## src/rtl/sa_pkg.sv

```systemverilog
// Shared definitions for the systolic-array result register file.
package sa_pkg;

   localparam int N     = 8;
   localparam int ACC_W = 20;
   localparam int IDX_W = 3;

   // Number of rows in a full buffer, sized to the row counter.
   localparam logic [IDX_W:0] ROWS_FULL = (IDX_W + 1)'(N);

   typedef logic [ACC_W-1:0] acc_t;

   typedef enum logic [1:0] {
      EMPTY = 2'd0,
      FILL  = 2'd1,
      FULL  = 2'd2
   } rf_state_e;

endpackage : sa_pkg

```

## src/rtl/result_rf_lane_delay.sv

```systemverilog
// Fixed-depth delay line used to remove the diagonal skew on one result lane.
// A depth of zero is a plain wire.
module lane_delay #(
   parameter int DEPTH = 1,
   parameter int W     = 20
) (
   input  logic         clk,
   input  logic         rst_n,
   input  logic [W-1:0] din,
   output logic [W-1:0] dout
);

   if (DEPTH == 0) begin : g_wire
      assign dout = din;
   end else begin : g_pipe
      logic [W-1:0] pipe [DEPTH];

      // Shift every cycle; reset clears all stages so no stale data emerges.
      always_ff @(posedge clk or negedge rst_n) begin
         if (!rst_n) begin
            for (int i = 0; i < DEPTH; i++) pipe[i] <= '0;
         end else begin
            // NOTE: non-blocking assignments make each stage read the previous
            // stage's old value, so this is a true shift register.
            pipe[0] <= din;
            for (int i = 1; i < DEPTH; i++) pipe[i] <= pipe[i-1];
         end
      end

      assign dout = pipe[DEPTH-1];
   end

endmodule : lane_delay

```

## src/rtl/result_rf.sv

```systemverilog
// Result register file: deskews the array's output lanes, assembles N result
// rows into a buffer, and serves indexed row reads to the host once full.
module result_rf
   import sa_pkg::*;
(
   input  logic             clk,
   input  logic             rst_n,
   input  logic             in_valid,
   input  acc_t [N-1:0]     in_data,
   input  logic             release_req,
   input  logic             rd_en,
   input  logic [IDX_W-1:0] rd_idx,
   output acc_t [N-1:0]     rd_data,
   output logic             rd_valid,
   output logic             ready,
   output logic [IDX_W:0]   row_cnt,
   output logic             overflow
);

   acc_t [N-1:0]     aligned;
   logic             align_valid;

   rf_state_e        state, state_nxt;
   logic [IDX_W:0]   cnt_nxt;
   logic             ovf_nxt;
   logic             wr_en;
   logic [IDX_W-1:0] wr_idx;
   logic             rd_fire;

   acc_t [N-1:0]     buffer [N];

   // Lane k entered the array k cycles after lane 0; delay it by N-1-k so all
   // lanes of a row line up with lane N-1.
   for (genvar k = 0; k < N; k++) begin : g_lane
      lane_delay #(
         .DEPTH (N - 1 - k),
         .W     (ACC_W)
      ) u_lane (
         .clk   (clk),
         .rst_n (rst_n),
         .din   (in_data[k]),
         .dout  (aligned[k])
      );
   end

   lane_delay #(
      .DEPTH (N - 1),
      .W     (1)
   ) u_valid (
      .clk   (clk),
      .rst_n (rst_n),
      .din   (in_valid),
      .dout  (align_valid)
   );

   // Next-state logic: release is applied first, then an aligned row is
   // written into the (possibly just emptied) buffer unless it is full.
   always_comb begin
      rf_state_e      eff_state;
      logic [IDX_W:0] eff_cnt;
      // NOTE: every output gets a default before any branch so no path leaves
      // a signal unassigned and no latch is inferred.
      eff_state = state;
      eff_cnt   = row_cnt;
      state_nxt = state;
      cnt_nxt   = row_cnt;
      ovf_nxt   = overflow;
      wr_en     = 1'b0;
      wr_idx    = '0;

      if (release_req) begin
         eff_state = EMPTY;
         eff_cnt   = '0;
         ovf_nxt   = 1'b0;
      end

      state_nxt = eff_state;
      cnt_nxt   = eff_cnt;

      if (align_valid) begin
         if (eff_state == FULL) begin
            ovf_nxt = 1'b1;
         end else begin
            wr_en     = 1'b1;
            wr_idx    = eff_cnt[IDX_W-1:0];
            cnt_nxt   = eff_cnt + {{IDX_W{1'b0}}, 1'b1};
            state_nxt = (cnt_nxt == ROWS_FULL) ? FULL : FILL;
         end
      end
   end

   // State, row count and sticky overflow registers.
   always_ff @(posedge clk or negedge rst_n) begin
      if (!rst_n) begin
         state    <= EMPTY;
         row_cnt  <= '0;
         overflow <= 1'b0;
      end else begin
         state    <= state_nxt;
         row_cnt  <= cnt_nxt;
         overflow <= ovf_nxt;
      end
   end

   // Row storage write port.
   // NOTE: the buffer is deliberately not reset; it is only read in FULL, by
   // which time every row has been written, so a reset would be pure cost.
   always_ff @(posedge clk) begin
      if (wr_en) buffer[wr_idx] <= aligned;
   end

   // Reads are judged against the pre-release state, so a read in the same
   // cycle as release still returns the old contents.
   assign rd_fire = rd_en && (state == FULL);

   // Registered read port; data holds when no read is accepted.
   always_ff @(posedge clk or negedge rst_n) begin
      if (!rst_n) begin
         rd_data  <= '0;
         rd_valid <= 1'b0;
      end else begin
         rd_valid <= rd_fire;
         if (rd_fire) rd_data <= buffer[rd_idx];
      end
   end

   assign ready = (state == FULL);

endmodule : result_rf
```

## config.mk

```make
export PLATFORM = sky130hd
export DESIGN_NAME = result_rf
export DESIGN_NICKNAME = d
export VERILOG_FILES = /design/src/rtl/sa_pkg.sv /design/src/rtl/result_rf_lane_delay.sv /design/src/rtl/result_rf.sv
export SDC_FILE = /design/constraint.sdc
export NUM_CORES = 1
export LEC_CHECK = 0
export BUFFER_PORTS_ARGS = -buffer_cell sky130_fd_sc_hd__buf_2
export CAP_MARGIN = 20
export CORE_MARGIN = 4
export CORE_UTILIZATION = 32
export DETAILED_ROUTE_END_ITERATION = 6
export PLACE_DENSITY = 0.43
export SLEW_MARGIN = 20
export SYNTH_ARGS = -nofsm -noshare
export SYNTH_HDL_FRONTEND = slang
export SYNTH_SLANG_ARGS = --single-unit
```

## constraint.sdc

```tcl
create_clock -name clk -period 23 [get_ports clk]
set_input_delay 1.15 -clock clk [delete_from_list [all_inputs] [get_ports clk]]
set_output_delay 1.15 -clock clk [all_outputs]
set_load 0.01 [all_outputs]
```

==> metrics.md <==
| Metric | Value |
|---|---|
| Multiplexer share of the synthesized area | roughly a tenth |
| Largest family of logic cells by synthesized area | multiplexers |
| Number of hold violations in the final report | 0 |
| Power Dens Cells | between 90 and 100 nW/um^2 |
| Post-Synth Adder-Cell Area | less than 1% |
| Gpl congestion | 0.690 |
| Status | finished, final reports clean |
| Clock Path Buffers | 3 |
| Synth area leaders | edfxtp_1 56%, dfrtp_1 27%, mux2_2 5.2%, mux2i_1 4.6%, o221ai_1 1.5% |
| Simple-gate portion of the synthesized area | under 10% |
| Tmin final | approximately 4.6 ns |
| Initial Util | 32.1% |
| Worst Hold Class | in2async |
| RSZ-0062 raised after global routing | no |
| Worst-margin pin slew | about 1.1 ns |
| Hold Buf Count CTS | 0 |
| Nets | slightly above 4000 |
| Clock tree from TritonCTS | built |
| DP Worst Slack | 17.47 ns |
| Routed Antenna Nets | 0 |
| Cell Chain, Critical Path | buf_8 > buf_4 > buf_4 > buf_12 > mux2_2 > o22ai_1 > a221o_1 > o21ai_0 |
| Top cell type's share of synthesized area | 55.8% |
| Worst-path fanout max | ~140 |
| All-layer global routing usage | approximately 14% |
| Leading area contributor after synthesis | edfxtp_1 |
| Syn Nets | between 3000 and 4000 |
| Xor-xnor portion of the synthesized cell area | 0.0381% |
| Setup_tns | 0 ns |
| # clock sinks | 2015 |
| DRT Wirelength | between 150000 and 200000 um |
| CP Data Arrival Time | between 5 and 6 ns |
| CTS buffer count | between 200 and 250 |
| Commonest non-fill, non-tap cells in the layout | 1280 x edfxtp_1, 735 x dfrtp_1, 332 x buf_2, 320 x mux2_2, 320 x mux2i_1 |
| Multi-input logic area | roughly 11000 um^2 |
| Largest net degree at the start of global routing | ~170 |
| Clk slew on worst S/H paths | roughly 0.060 ns |
| Most used cell along the critical path | buf_4 |
| Placed Cells | ~6600 |
| Synth unique cells | 37 |
| Period utilisation layout | 20.2% |
| Core area | ~210000 um^2 |
| IO Port Bufs | around 330 |
| Post-CTS Setup Repair Bufs | 0 |
| Logic pwr share | 3.5% |
| Row cnt | 170 |
| CP endpoint kind | register |
| Mapped Cells | 3519 |
| Post-DR wirelength/cell | roughly 23 um |
| Initial antenna violation count | 17 |
| Max_slew headroom | roughly 28% |
| Compound-Gate Fraction of Synth Area | roughly 5.0% |
| Setup crit start kind | input port |
| DIE HEIGHT | approximately 470 um |
| First-pass GRT wire length | around 240000 um |
| FMAX | 215 MHz |
| Root Buffer | clkbuf_16 |
| Delay-heaviest family, CP | buffers and inverters |
| NetSw | between 1.5 and 2 mW |
| Layout Cells excl Fill | approximately 7000 |
| Initial DRC Count | roughly 2000 |
| PnR worst setup slack | around 18 ns |
| Critical path class | in2reg |
| Cell Area, Synth | approximately 70000 um^2 |
| Max VDD drop | just over 0.07 mV |
| Slowest stage cell, crit path | buf_4 |
| First-pass DRT Iterations | 5 |
| Synthesis-to-finish area growth | 17.1% |
| Critical Path Stages | 8 |
| Clk network pwr share | between 40% and 50% |
| Post-detailed-route DRC marker count | 0 |
| Sequential cell area | between 50000 and 60000 um^2 |
| Seq cells post-synth | 2015 |
| Fraction of layout cells with a size suffix above 1 | between 20% and 30% |
| Total grt overflow | 0 |
| Setup violations, final | 0 |
| WP buf/inv | 4 |
| Worst Path Required | 23.68 ns |
| Detail Placement HPWL | between 80000 and 90000 um |
| H-tree Lvls | 4 |
| Fill count | between 15000 and 20000 |
| Average cell area after synthesis | approximately 20 um^2 |
| Most common cell after layout, fill and taps aside | edfxtp_1 |
| Die X | around 470 um |
| Synth warn | 0 |
| Vias | 32280 |
| Final Skew | approximately 0.024 ns |
| IO Pins | about 340 |
| Max-slew violation count | 0 |
| Max stage delay on crit path | approximately 0.88 ns |
| Switching Share | between 20% and 30% |
| Vias/cell | roughly 4.6 |
| Sequential fraction of the synthesis area | 82.5% |
| MaxCap Viol Count | 0 |
| Flop pwr share | 52.7% |
| Internal power | 5.98 mW |
| R2r worst-path depth | 10 |
| Clock Latency Late Sink | 0.84 ns |
| Leak pwr | 30.2 nW |
| Gates resized, CTS repair | 0 |
| Vias in the first global route | ~34000 |
| Die ar. | approximately 220000 um^2 |
## cell type report
class	count	area share, %
Multi-Input combinational cell	1321	13.8
Clock inverter	79	0.895
Tap cell	2838	4.40
Clock buffer	324	7.64
Inverter	4	0.0186
Antenna cell	11	0.0341
Timing Repair Buffer	394	2.78
Sequential cell	2015	70.4
## per-stage QoR
step | power, mW | utilization (%) | hold slack [ns] | instance area (um^2)
2_1_floorplan | 4.24 | - | 0.331 | 68900
3_3_place_gp | 4.37 | 34.4 | 0.332 | 73800
3_5_place_dp | 4.38 | 34.4 | 0.335 | 73800
4_1_cts | 7.77 | 37.6 | 0.293 | 80700
5_1_grt | 7.95 | 37.6 | 0.336 | 80700
6_report | 7.64 | 37.6 | 0.339 | 80700
## cell usage after synthesis
cell type  count
nor4b_1        2
nor4_1         2
o21ai_0       38
o21ai_1      123
edfxtp_1    1280
buf_8         11
mux2_2       320
buf_4         22
nor3_1         2
a211oi_1       1
nand2b_4       1
o221ai_1     118
and2_1         1
nand2b_1       1
nor2b_1        2
clkbuf_4       1
a31o_2         1
buf_12         1
xor2_1         3
mux2_1         1
dfrtp_1      735
nand4_1        1
clkbuf_1      88
a22oi_1      118
a21oi_1        2
ha_1           1
buf_2         35
nor2_1         9
nand2_1      166
inv_1          3
buf_1         13
a221o_1       42
nand3_1        4
mux2i_1      320
buf_6          8
o22ai_1       42
inv_2          1
## path summary, 6_finish.rpt
path	from	end	slack (ns)
setup / recovery	rd_idx[0]	rd_data[75]	18.36
hold / removal	rst_n	g_lane[3].u_lane.g_pipe.pipe[48]	0.34
setup reg to reg	state[0]	buffer[6][89]	18.77
hold reg to reg	g_lane[2].u_lane.g_pipe.pipe[23]	g_lane[2].u_lane.dout[3]	0.34
max in group asynchronous	rst_n	rd_data[146]	19.14
min in group clk	g_lane[2].u_lane.g_pipe.pipe[23]	g_lane[2].u_lane.dout[3]	0.34
## kinds of logic after synthesis
family          after synthesis
compound gates              485
mux                         641
flops                      2015
fa+ha+maj                     1
buf+inv                     183
xor+xnor                      3
simple gates                191
## power groups by stage
stage                     logic, mW  clock network [mW]  registers (mW)
after global placement        0.276                   0            4.10
final                         0.267                3.34            4.02
after detailed placement      0.278                   0            4.10
after CTS                     0.278                3.46            4.03
after floorplan               0.148                   0            4.09
after global routing          0.294                3.62            4.04
## layer usage
metal	up-vias	track usage (%)	wire length [um]
li1	14487	-	-
met1	16871	20.6	76300
met2	662	22.3	74000
met3	256	3.21	8190
met4	4	4.16	3980
met5	-	0	14
## registers in the layout, indices dropped and copies added (netlist names)
name and count:
buffer 1280, g_lane.u_lane.g_pipe.pipe 420, rd_data 160, g_lane.u_lane.dout 140
u_valid.g_pipe.pipe 6, row_cnt 4, state 2, overflow 1
rd_valid 1, u_valid.dout 1
Note: power is estimated with default switching activity, not from simulation.
